### src/rtl/adc_frame_serializer.sv
// Serializes up to CHANNELS parallel WIDTH-bit samples onto one bit line with a
// one-hot channel enable, one burst per start request, in ascending channel order.
module adc_frame_serializer #(
    parameter int CHANNELS   = 8,
    parameter int WIDTH      = 10,
    parameter int MSB_FIRST  = 1,
    parameter int GAP_CYCLES = 0
) (
    input  logic                      clk,
    input  logic                      rst,
    input  logic                      start,
    input  logic [CHANNELS*WIDTH-1:0] samples,
    input  logic [CHANNELS-1:0]       chan_mask,
    output logic                      bit_out,
    output logic [CHANNELS-1:0]       adc_en,
    output logic                      busy,
    output logic                      done
);

    localparam int CH_W  = (CHANNELS > 1)   ? $clog2(CHANNELS)   : 1;
    localparam int CNT_W = (WIDTH > 1)      ? $clog2(WIDTH)      : 1;
    localparam int GAP_W = (GAP_CYCLES > 1) ? $clog2(GAP_CYCLES) : 1;

    typedef enum logic [1:0] {IDLE, SHIFT, GAP} state_t;

    typedef struct packed {
        logic            found;
        logic [CH_W-1:0] idx;
    } pick_t;

    // Lowest set mask bit at or above index 'from'.
    function automatic pick_t lowest_set(input logic [CHANNELS-1:0] mask, input int from);
        pick_t p;
        p = '0;
        for (int i = CHANNELS - 1; i >= 0; i--) begin
            if (mask[i] && (i >= from)) begin
                p.found = 1'b1;
                p.idx   = CH_W'(i);
            end
        end
        return p;
    endfunction

    state_t             r_state;
    logic [CH_W-1:0]    r_ch;
    logic [CNT_W-1:0]   r_cnt;
    logic [GAP_W-1:0]   r_gap;
    logic [CHANNELS-1:0] r_mask;
    logic [WIDTH-1:0]   r_shadow [CHANNELS];
    logic               r_bit_out;
    logic [CHANNELS-1:0] r_adc_en;
    logic               r_busy;
    logic               r_done;

    state_t             w_state_nxt;
    logic [CH_W-1:0]    w_ch_nxt;
    logic [CNT_W-1:0]   w_cnt_nxt;
    logic [GAP_W-1:0]   w_gap_nxt;
    logic               w_done_nxt;
    logic               w_capture;
    pick_t              w_first;
    pick_t              w_next;
    logic [WIDTH-1:0]   w_in [CHANNELS];
    logic [WIDTH-1:0]   w_word;
    logic [CNT_W-1:0]   w_bit_idx;

    always_comb begin
        for (int c = 0; c < CHANNELS; c++) begin
            w_in[c] = samples[c*WIDTH +: WIDTH];
        end
    end

    assign w_first = lowest_set(chan_mask, 0);
    assign w_next  = lowest_set(r_mask, int'(r_ch) + 1);

    // NOTE: every output of this block gets a default first so no path leaves it unassigned (no latch).
    always_comb begin
        w_state_nxt = r_state;
        w_ch_nxt    = r_ch;
        w_cnt_nxt   = r_cnt;
        w_gap_nxt   = r_gap;
        w_done_nxt  = 1'b0;
        w_capture   = 1'b0;
        case (r_state)
            IDLE: begin
                if (start) begin
                    w_capture = 1'b1;
                    if (w_first.found) begin
                        w_state_nxt = SHIFT;
                        w_ch_nxt    = w_first.idx;
                        w_cnt_nxt   = '0;
                    end else begin
                        w_done_nxt = 1'b1;
                    end
                end
            end
            SHIFT: begin
                if (r_cnt == CNT_W'(WIDTH - 1)) begin
                    w_cnt_nxt = '0;
                    if (!w_next.found) begin
                        w_state_nxt = IDLE;
                        w_done_nxt  = 1'b1;
                    end else begin
                        // Next channel is latched now so GAP only has to count.
                        w_ch_nxt = w_next.idx;
                        if (GAP_CYCLES > 0) begin
                            w_state_nxt = GAP;
                            w_gap_nxt   = '0;
                        end
                    end
                end else begin
                    w_cnt_nxt = r_cnt + 1'b1;
                end
            end
            GAP: begin
                if (r_gap == GAP_W'(GAP_CYCLES - 1)) begin
                    w_state_nxt = SHIFT;
                end else begin
                    w_gap_nxt = r_gap + 1'b1;
                end
            end
            default: w_state_nxt = IDLE;
        endcase
    end

    // Outputs are registered from next-state values, so the sample word must
    // come straight from the input bus on the capture edge.
    assign w_word    = w_capture ? w_in[w_ch_nxt] : r_shadow[w_ch_nxt];
    assign w_bit_idx = (MSB_FIRST != 0) ? (CNT_W'(WIDTH - 1) - w_cnt_nxt) : w_cnt_nxt;

    // NOTE: state registers use non-blocking assignments so all updates land together at the edge.
    always_ff @(posedge clk or posedge rst) begin
        if (rst) begin
            r_state   <= IDLE;
            r_ch      <= '0;
            r_cnt     <= '0;
            r_gap     <= '0;
            r_mask    <= '0;
            // NOTE: the shadow bank is small register storage, not RAM, so it can be cleared on reset.
            for (int c = 0; c < CHANNELS; c++) begin
                r_shadow[c] <= '0;
            end
            r_bit_out <= 1'b0;
            r_adc_en  <= '0;
            r_busy    <= 1'b0;
            r_done    <= 1'b0;
        end else begin
            r_state <= w_state_nxt;
            r_ch    <= w_ch_nxt;
            r_cnt   <= w_cnt_nxt;
            r_gap   <= w_gap_nxt;
            if (w_capture) begin
                r_mask <= chan_mask;
                for (int c = 0; c < CHANNELS; c++) begin
                    r_shadow[c] <= w_in[c];
                end
            end
            r_bit_out <= (w_state_nxt == SHIFT) ? w_word[w_bit_idx] : 1'b0;
            r_adc_en  <= (w_state_nxt == SHIFT) ? (CHANNELS'(1) << w_ch_nxt) : '0;
            r_busy    <= (w_state_nxt != IDLE);
            r_done    <= w_done_nxt;
        end
    end

    assign bit_out = r_bit_out;
    assign adc_en  = r_adc_en;
    assign busy    = r_busy;
    assign done    = r_done;

endmodule

### config.mk
export PLATFORM = sky130hd
export DESIGN_NAME = adc_frame_serializer
export DESIGN_NICKNAME = d
export VERILOG_FILES = /design/src/rtl/adc_frame_serializer.sv
export SDC_FILE = /design/constraint.sdc
export NUM_CORES = 1
export LEC_CHECK = 0
export CORE_ASPECT_RATIO = 1.25
export CORE_UTILIZATION = 32
export DETAILED_ROUTE_END_ITERATION = 7
export GPL_ROUTABILITY_DRIVEN = 0
export SLEW_MARGIN = 30
export SYNTH_ARGS = -nofsm -noshare
export SYNTH_HDL_FRONTEND = slang
export SYNTH_SLANG_ARGS = --single-unit
### constraint.sdc
create_clock -name clk -period 5.2 [get_ports clk]
set_input_delay 1.04 -clock clk [delete_from_list [all_inputs] [get_ports clk]]
set_output_delay 1.04 -clock clk [all_outputs]
set_load 0.01 [all_outputs]
==> results.py <==
metrics = {
    "outcome": {
        "status": "complete, no violations",
    },
    "sta": {
        "relSlewSlack": 0.361,
        "worst_slack_ns": 1.02,
        "timing.final.crit_period_ns": 4.18,
        "rsz0062_at_grt": "no",
        "hold_viol": 0,
        "finalSetupTns_ns": 0,
        "tightest_slew_ns": 0.958,
        "skew_ns": 0.00996,
        "timing.fmax_mhz": 239,
        "slew_violations": 0,
        "finalSetupViolations": 0,
        "min_period_over_period": 0.803,
    },
    "setup_path": {
        "crit_required_ns": 5.43,
        "setup.worst_path.end_class": "flip-flop",
        "path_buf_inv": 4,
        "slowest_delay_ns": 0.52,
        "crit_path_frequent_cell": "buf_4",
        "worst-setup-path-type": "input pin to flip-flop",
        "cp_max_fo": 21,
        "critPathSlowestCell": "clkdlybuf4s50_1",
        "critical-path-top-delay-family": "buffers and inverters",
        "crit_chain": "clkdlybuf4s50_1 > nor4_1 > buf_4 > a21oi_1 > nor3_1 > or3_1 > or2_2 > inv_2 > buf_4 > mux2_2 > o22ai_1 > a211oi_1 > a221oi_1 > nand4b_1 > a41oi_1",
        "cp.arrival_ns": 4.40,
        "start_kind": "input pin",
    },
    "pwr": {
        "p_seq_frac": 0.296,
        "p_sw_frac": 0.435,
        "peakVddDrop_mv": 0.343,
        "p_int_mw": 2.80,
        "power_leakage_nw": 3.64,
        "powerDensity_nw_per_um2": 651,
        "power.switching_mw": 2.16,
        "pwr-share-clk": 0.154,
        "pwr-share-comb": 0.550,
    },
    "die": {
        "die_w_um": 125,
        "die_height_um": 155,
        "io_pins": 102,
        "initial_utilization": 0.330,
        "rows": 55,
        "dieArea_sq_um": 19400,
        "core_sq_um": 18200,
    },
    "clock_network": {
        "cts_setup_buffers": 0,
        "clkTransAtPathRegs_ns": 0.07,
        "root_buffer": "clkbuf_16",
        "cts_tree": "built",
        "cts_max_path_buffers": 2,
        "cts_sinks": 109,
        "cts_resized": 0,
        "clock_latency_ns": 0.36,
        "h-tree-depth": 3,
        "cts_hold_buf": 0,
        "numCtsBuffers": 9,
    },
    "routing": {
        "wl_um": 17600,
        "num_vias": 5438,
        "drcViolationCount": 0,
        "vias_per_cell": 5.10,
        "routedWlPerCell_um": 16.5,
        "first_iter_violations": 494,
        "antenna_left": 0,
        "drtPass1Iterations": 5,
    },
    "yosys": {
        "synth-seq-cells": 109,
        "yosys_warnings": 0,
        "syn_area_per_cell_sq_um": 8.10,
        "syn_inst": 743,
        "synth_top_cell_by_area": "dfrtp_1",
        "synth_ff_type": "dfrtp_1",
        "synth-async-reset-ratio": 1.00,
        "synthTopCellsByCount": "nand2_1, dfrtp_1, mux2i_1",
        "synth-edff-count": 0,
        "syn_nets": 838,
        "synth.top_cell.area_share": 0.453,
        "yosysSeqAreaShare": 0.453,
        "syn_area_sq_um": 6020,
        "synthTopCellsByArea": "dfrtp_1, nand2_1, mux2i_1, nor2_1, clkbuf_1",
        "synth_cell_types": 54,
        "synth.most_common_cell": "nand2_1",
    },
    "place": {
        "placedInstanceArea_sq_um": 7280,
        "dp_hpwl_um": 12400,
        "place_worst_setup_slack_ns": 0.649,
        "numPortBuffers": 101,
    },
    "layout": {
        "nets": 929,
        "design_area_sq_um": 7610,
        "drive_gt1_frac": 0.0679,
        "diodes": 0,
        "synthToLayoutAreaGrowth_pct": 26.4,
    },
    "grt": {
        "grtUsageTotal": 0.186,
        "grt_pass1_wl_um": 28400,
        "gr-total-overflow": 0,
        "grt_antenna_before_repair": 0,
        "grt_max_degree": 87,
        "grt_pass1_vias": 5404,
    },
    "run": {
        "maxCapViolCount": 0,
    },
    "hold_path": {
        "min_path_type": "flip-flop to flip-flop",
    },
}
-- routing by layer --
layer	vias to the layer above	part of all wire	GRT usage
met5	-	0	0
met4	0	0.024	0.0671
met3	24	0.044	0.0289
met2	163	0.49	0.319
met1	2591	0.44	0.236
li1	2660	-	-
-- cells in the final DEF (no fill, tap or decap), drive strengths merged, types with 6 or more instances in the layout --
cell	n
nand2	329
dfrtp	109
clkdlybuf4s50	101
mux2i	54
nor2	33
a21oi	20
buf	19
o21ai	17
nor3	15
o22ai	13
nand3	13
inv	13
clkbuf	12
mux2	9
nor2b	7
a211oi	6
-- kinds of logic (layout without fill, tap and decap cells) --
family / Yosys count / count (layout) / synth area share
buffers and inverters: 53 / 149 / 0.0393
AND/OR/NAND/NOR: 420 / 420 / 0.282
XOR/XNOR: 2 / 2 / 0.00291
flip-flops: 109 / 109 / 0.453
AO/OA/AOI/OAI: 90 / 90 / 0.0990
multiplexers: 65 / 65 / 0.115
adder cells (fa/ha/maj): 4 / 4 / 0.00832
-- path summary, 6_finish.rpt --
| path | cells past startpoint | slack (ns) | startpoint | end |
|---|---|---|---|---|
| max reg2reg | 15 | 1.05 | r_ch[1]$_DFF_PP0_ | bit_out$_DFF_PP0_ |
| min | 1 | 0.47 | r_gap$_DFFE_PP0N_ | r_state[1]$_DFF_PP0_ |
| min reg2reg | 1 | 0.47 | r_gap$_DFFE_PP0N_ | r_state[1]$_DFF_PP0_ |
| min in group asynchronous | 2 | 1.17 | rst | r_shadow[56]$_DFFE_PP0P_ |
| max | 15 | 1.02 | chan_mask[2] | bit_out$_DFF_PP0_ |
| max in group asynchronous | 3 | 3.07 | rst | r_shadow[2]$_DFFE_PP0P_ |
-- state kept, by name (all words and copies together) (netlist names) --
name / flops
r_shadow: 80
adc_en: 8
r_mask: 8
r_cnt: 4
r_ch: 3
r_state: 2
bit_out: 1
busy: 1
done: 1
r_gap: 1
-- metrics by stage --
stage / util / total power, mW / std cells / hold slack [ns]
after floorplan: - / 3.46 / 743 / 0.433
after global placement: 0.399 / 4.17 / 1051 / 0.457
after detailed placement: 0.399 / 4.20 / 1051 / 0.455
after CTS: 0.417 / 4.98 / 1067 / 0.465
after global routing: 0.417 / 5.36 / 1067 / 0.491
final: 0.417 / 4.96 / 1067 / 0.468
-- area by class of cell --
type	instances	area, sq um
clock buffer	12	256
clock inverter	4	70.1
fill	1836	10600
inverter	13	53.8
multi-input combinational	581	3060
sequential	109	2730
tap	228	285
timing repair buffer	120	1150
-- power by group through the flow --
stage                     Sequential, mW  Combinational [mW]  Clock (mW)
final                               1.47                2.73       0.763
after global placement              1.47                2.70           0
after global routing                1.51                3.03       0.814
after CTS                           1.46                2.74       0.778
after floorplan                     1.41                2.05           0
after detailed placement            1.47                2.73           0
(Power assumes the default switching activity.)
==> patch: new RTL, same flow settings <==
Add an input register stage for `start`, `samples` and `chan_mask`, without a reset; this delays them by one clock.
--- a/src/rtl/adc_frame_serializer.sv
+++ b/src/rtl/adc_frame_serializer.sv
@@ -27,6 +27,16 @@
         logic            found;
         logic [CH_W-1:0] idx;
     } pick_t;
+
+    logic start_q;
+    logic [CHANNELS*WIDTH-1:0] samples_q;
+    logic [CHANNELS-1:0] chan_mask_q;
+
+    always_ff @(posedge clk) begin
+        start_q     <= start;
+        samples_q   <= samples;
+        chan_mask_q <= chan_mask;
+    end
 
     // Lowest set mask bit at or above index 'from'.
     function automatic pick_t lowest_set(input logic [CHANNELS-1:0] mask, input int from);
@@ -66,11 +76,11 @@
 
     always_comb begin
         for (int c = 0; c < CHANNELS; c++) begin
-            w_in[c] = samples[c*WIDTH +: WIDTH];
+            w_in[c] = samples_q[c*WIDTH +: WIDTH];
         end
     end
 
-    assign w_first = lowest_set(chan_mask, 0);
+    assign w_first = lowest_set(chan_mask_q, 0);
     assign w_next  = lowest_set(r_mask, int'(r_ch) + 1);
 
     // NOTE: every output of this block gets a default first so no path leaves it unassigned (no latch).
@@ -83,7 +93,7 @@
         w_capture   = 1'b0;
         case (r_state)
             IDLE: begin
-                if (start) begin
+                if (start_q) begin
                     w_capture = 1'b1;
                     if (w_first.found) begin
                         w_state_nxt = SHIFT;
@@ -150,7 +160,7 @@
             r_cnt   <= w_cnt_nxt;
             r_gap   <= w_gap_nxt;
             if (w_capture) begin
-                r_mask <= chan_mask;
+                r_mask <= chan_mask_q;
                 for (int c = 0; c < CHANNELS; c++) begin
                     r_shadow[c] <= w_in[c];
                 end
Formal check against the unedited RTL: not equivalent (a bounded check fails within 4 cycles, from zero or initial values and one cycle with rst high).
==> patch against the original RTL <==
- non-clock buffer count decreased by 7
- register-to-register slack got worse by 0.17 ns
- clock power rose by 65%
- sequential cell count rose by 89
- area after synthesis increased by 31%
- routed wire length rose by 14%
- first-iteration DRC count is 8.5% lower
- maximum frequency fell by 3.3%
- count of clock-buffer cells in the layout up 5
- sequential share of layout area rose by 10 points
- setup slack worse by 0.14 ns
- total power rose by 27%
- cell area grew 29%
- combinational power increased by 1%
==> patch: results (changes against the original RTL) <==
outcome:
  status: "complete, no violations"
clock_network:
  cts_resized: 0  # unchanged
  clock_latency_ns: 0.44  # +0.08 ns
  cts_made_buffers: 17  # +8
  htree_levels: 4  # +1
global_routing:
  grt_pass1_vias: 5936  # +9.8%
  grt_first_pass_wirelength_um: 32170  # +13%
  met2_usage: 0.2808  # -0.03829
  groute.usage.overall: 0.1679  # -0.01794
  grt_max_degree: 96  # +10%
  grt_use_met3: 0.03049  # +0.001605
cells_and_area:
  drive_gt1_frac: 0.07527  # +0.007331
  fin_cells: 1255  # +18%
  n_fill_cell: 2441  # +33%
power:
  ir_worst_vdd_mv: 0.3290  # -4.0%
  p_leak_nw: 4.441  # +22%
critical_path:
  crit_fanout: 34  # +62%
  r2r_setup_slack_ns: 0.88  # -0.17 ns
  arrival_ns: 4.67  # +0.27 ns
  crit_path_max_incr_delay_ns: 0.57  # +0.05 ns
yosys:
  yosys-top-cells-area: "dfrtp_1, dfxtp_1, nand2_1"
  async_reset_ff_frac: 0.5505  # -0.4495
  ys_seq_area_frac: 0.5722  # +0.1188
  syn_nets: 922  # +10%
  synth_common_cells: "nand2_1, dfrtp_1, dfxtp_1, mux2i_1, nor2_1"
  avgSynthCellArea_um2: 9.530  # +18%
  ys_types: 64  # +19%
worst_hold_path:
  hold_path.class: "flop to flop"
detailed_routing:
  first_iter_violations: 452  # -8.5%
  drtPass1Iterations: 6  # +1
  routed_via_density: 4.798  # -5.8%
  route.detailed.wl_per_inst_um: 15.90  # -3.4%
placement:
  hpwl_um: 13980  # +13%
  placedInstanceArea_mm2: 0.009214  # +27%
  post-place-ws_ns: 0.9547  # +0.3056 ns
  dp.cells: 1223  # +16%
timing:
  min_period_over_period: 0.8311  # +0.02759
  clock_skew_ns: 0.009008  # -0.0009530 ns
  worst_pin_slew_ns: 0.7838  # -0.1745 ns
floorplanning:
  die_w_um: 142.4  # +14%
[patch: cell count changes in the layout (fill, tap and decap cells not counted), moves of 5 or more]
cell and change:
buf_4 -8, nand2_1 -26, clkbuf_16 +8, mux2i_1 -5, o211ai_1 +5, dfxtp_1 +89
nor2_1 +10
[patch: layout make-up]
type	instances	area, um2	share of cell area
Clock buffer	17	425.4	0.04349
Clock inverter	15	137.6	0.01407
Inverter	10	42.54	0.004349
Multi-Input combinational cell	577	3154	0.3225
Sequential cell	198	4509	0.4610
Tap cell	325	406.6	0.04158
Timing Repair Buffer	113	1105	0.1130
[patch: path summary, 6_finish.rpt]
path | startpoint | cells past startpoint | endpoint
min in group asynchronous | rst | 2 | r_shadow[23]
max in group asynchronous | rst | 3 | adc_en[1]
max | r_ch[1] | 12 | bit_out
min reg2reg | samples_q[56] | 2 | r_shadow[26]
min | samples_q[56] | 2 | r_shadow[26]
max reg2reg | r_ch[1] | 12 | bit_out
[patch: per-layer routing]
metal  up-vias  routed length, um
met5         -                  0
met4         0                405
met3        28                843
met2       170               9835
met1      2887               8872
li1       2937                  -
[patch: cells by family after synthesis]
logic type / count (synthesis) / share of synthesized area
AOI/OAI and AO/OA: 97 / 0.08510
xor gates and xnor gates: 3 / 0.003334
adders and majority gates: 4 / 0.006350
buffers and inverters: 52 / 0.02937
DFF: 198 / 0.5722
muxes: 61 / 0.08366
and+or+nand+nor: 412 / 0.2200
[patch: where the power goes]
group	leakage [nW]	switching, mW	total [mW]	internal, mW
registers	2.12	0.295	2.25	1.96
clock network	0.278	0.630	1.26	0.634
logic	2.05	1.65	2.77	1.12
total	4.44	2.57	6.28	3.71
[patch: worst max-delay path: cells and delay by family (launching register included)]
kind                       cells  cell delay [ns]
xor gates and xnor gates       1             0.13
muxes                          1             0.57
and+or+nand+nor                2             0.89
adders and majority gates      1             0.34
DFF                            1             0.51
AOI/OAI and AO/OA              6             1.44
buffers and inverters          1             0.34
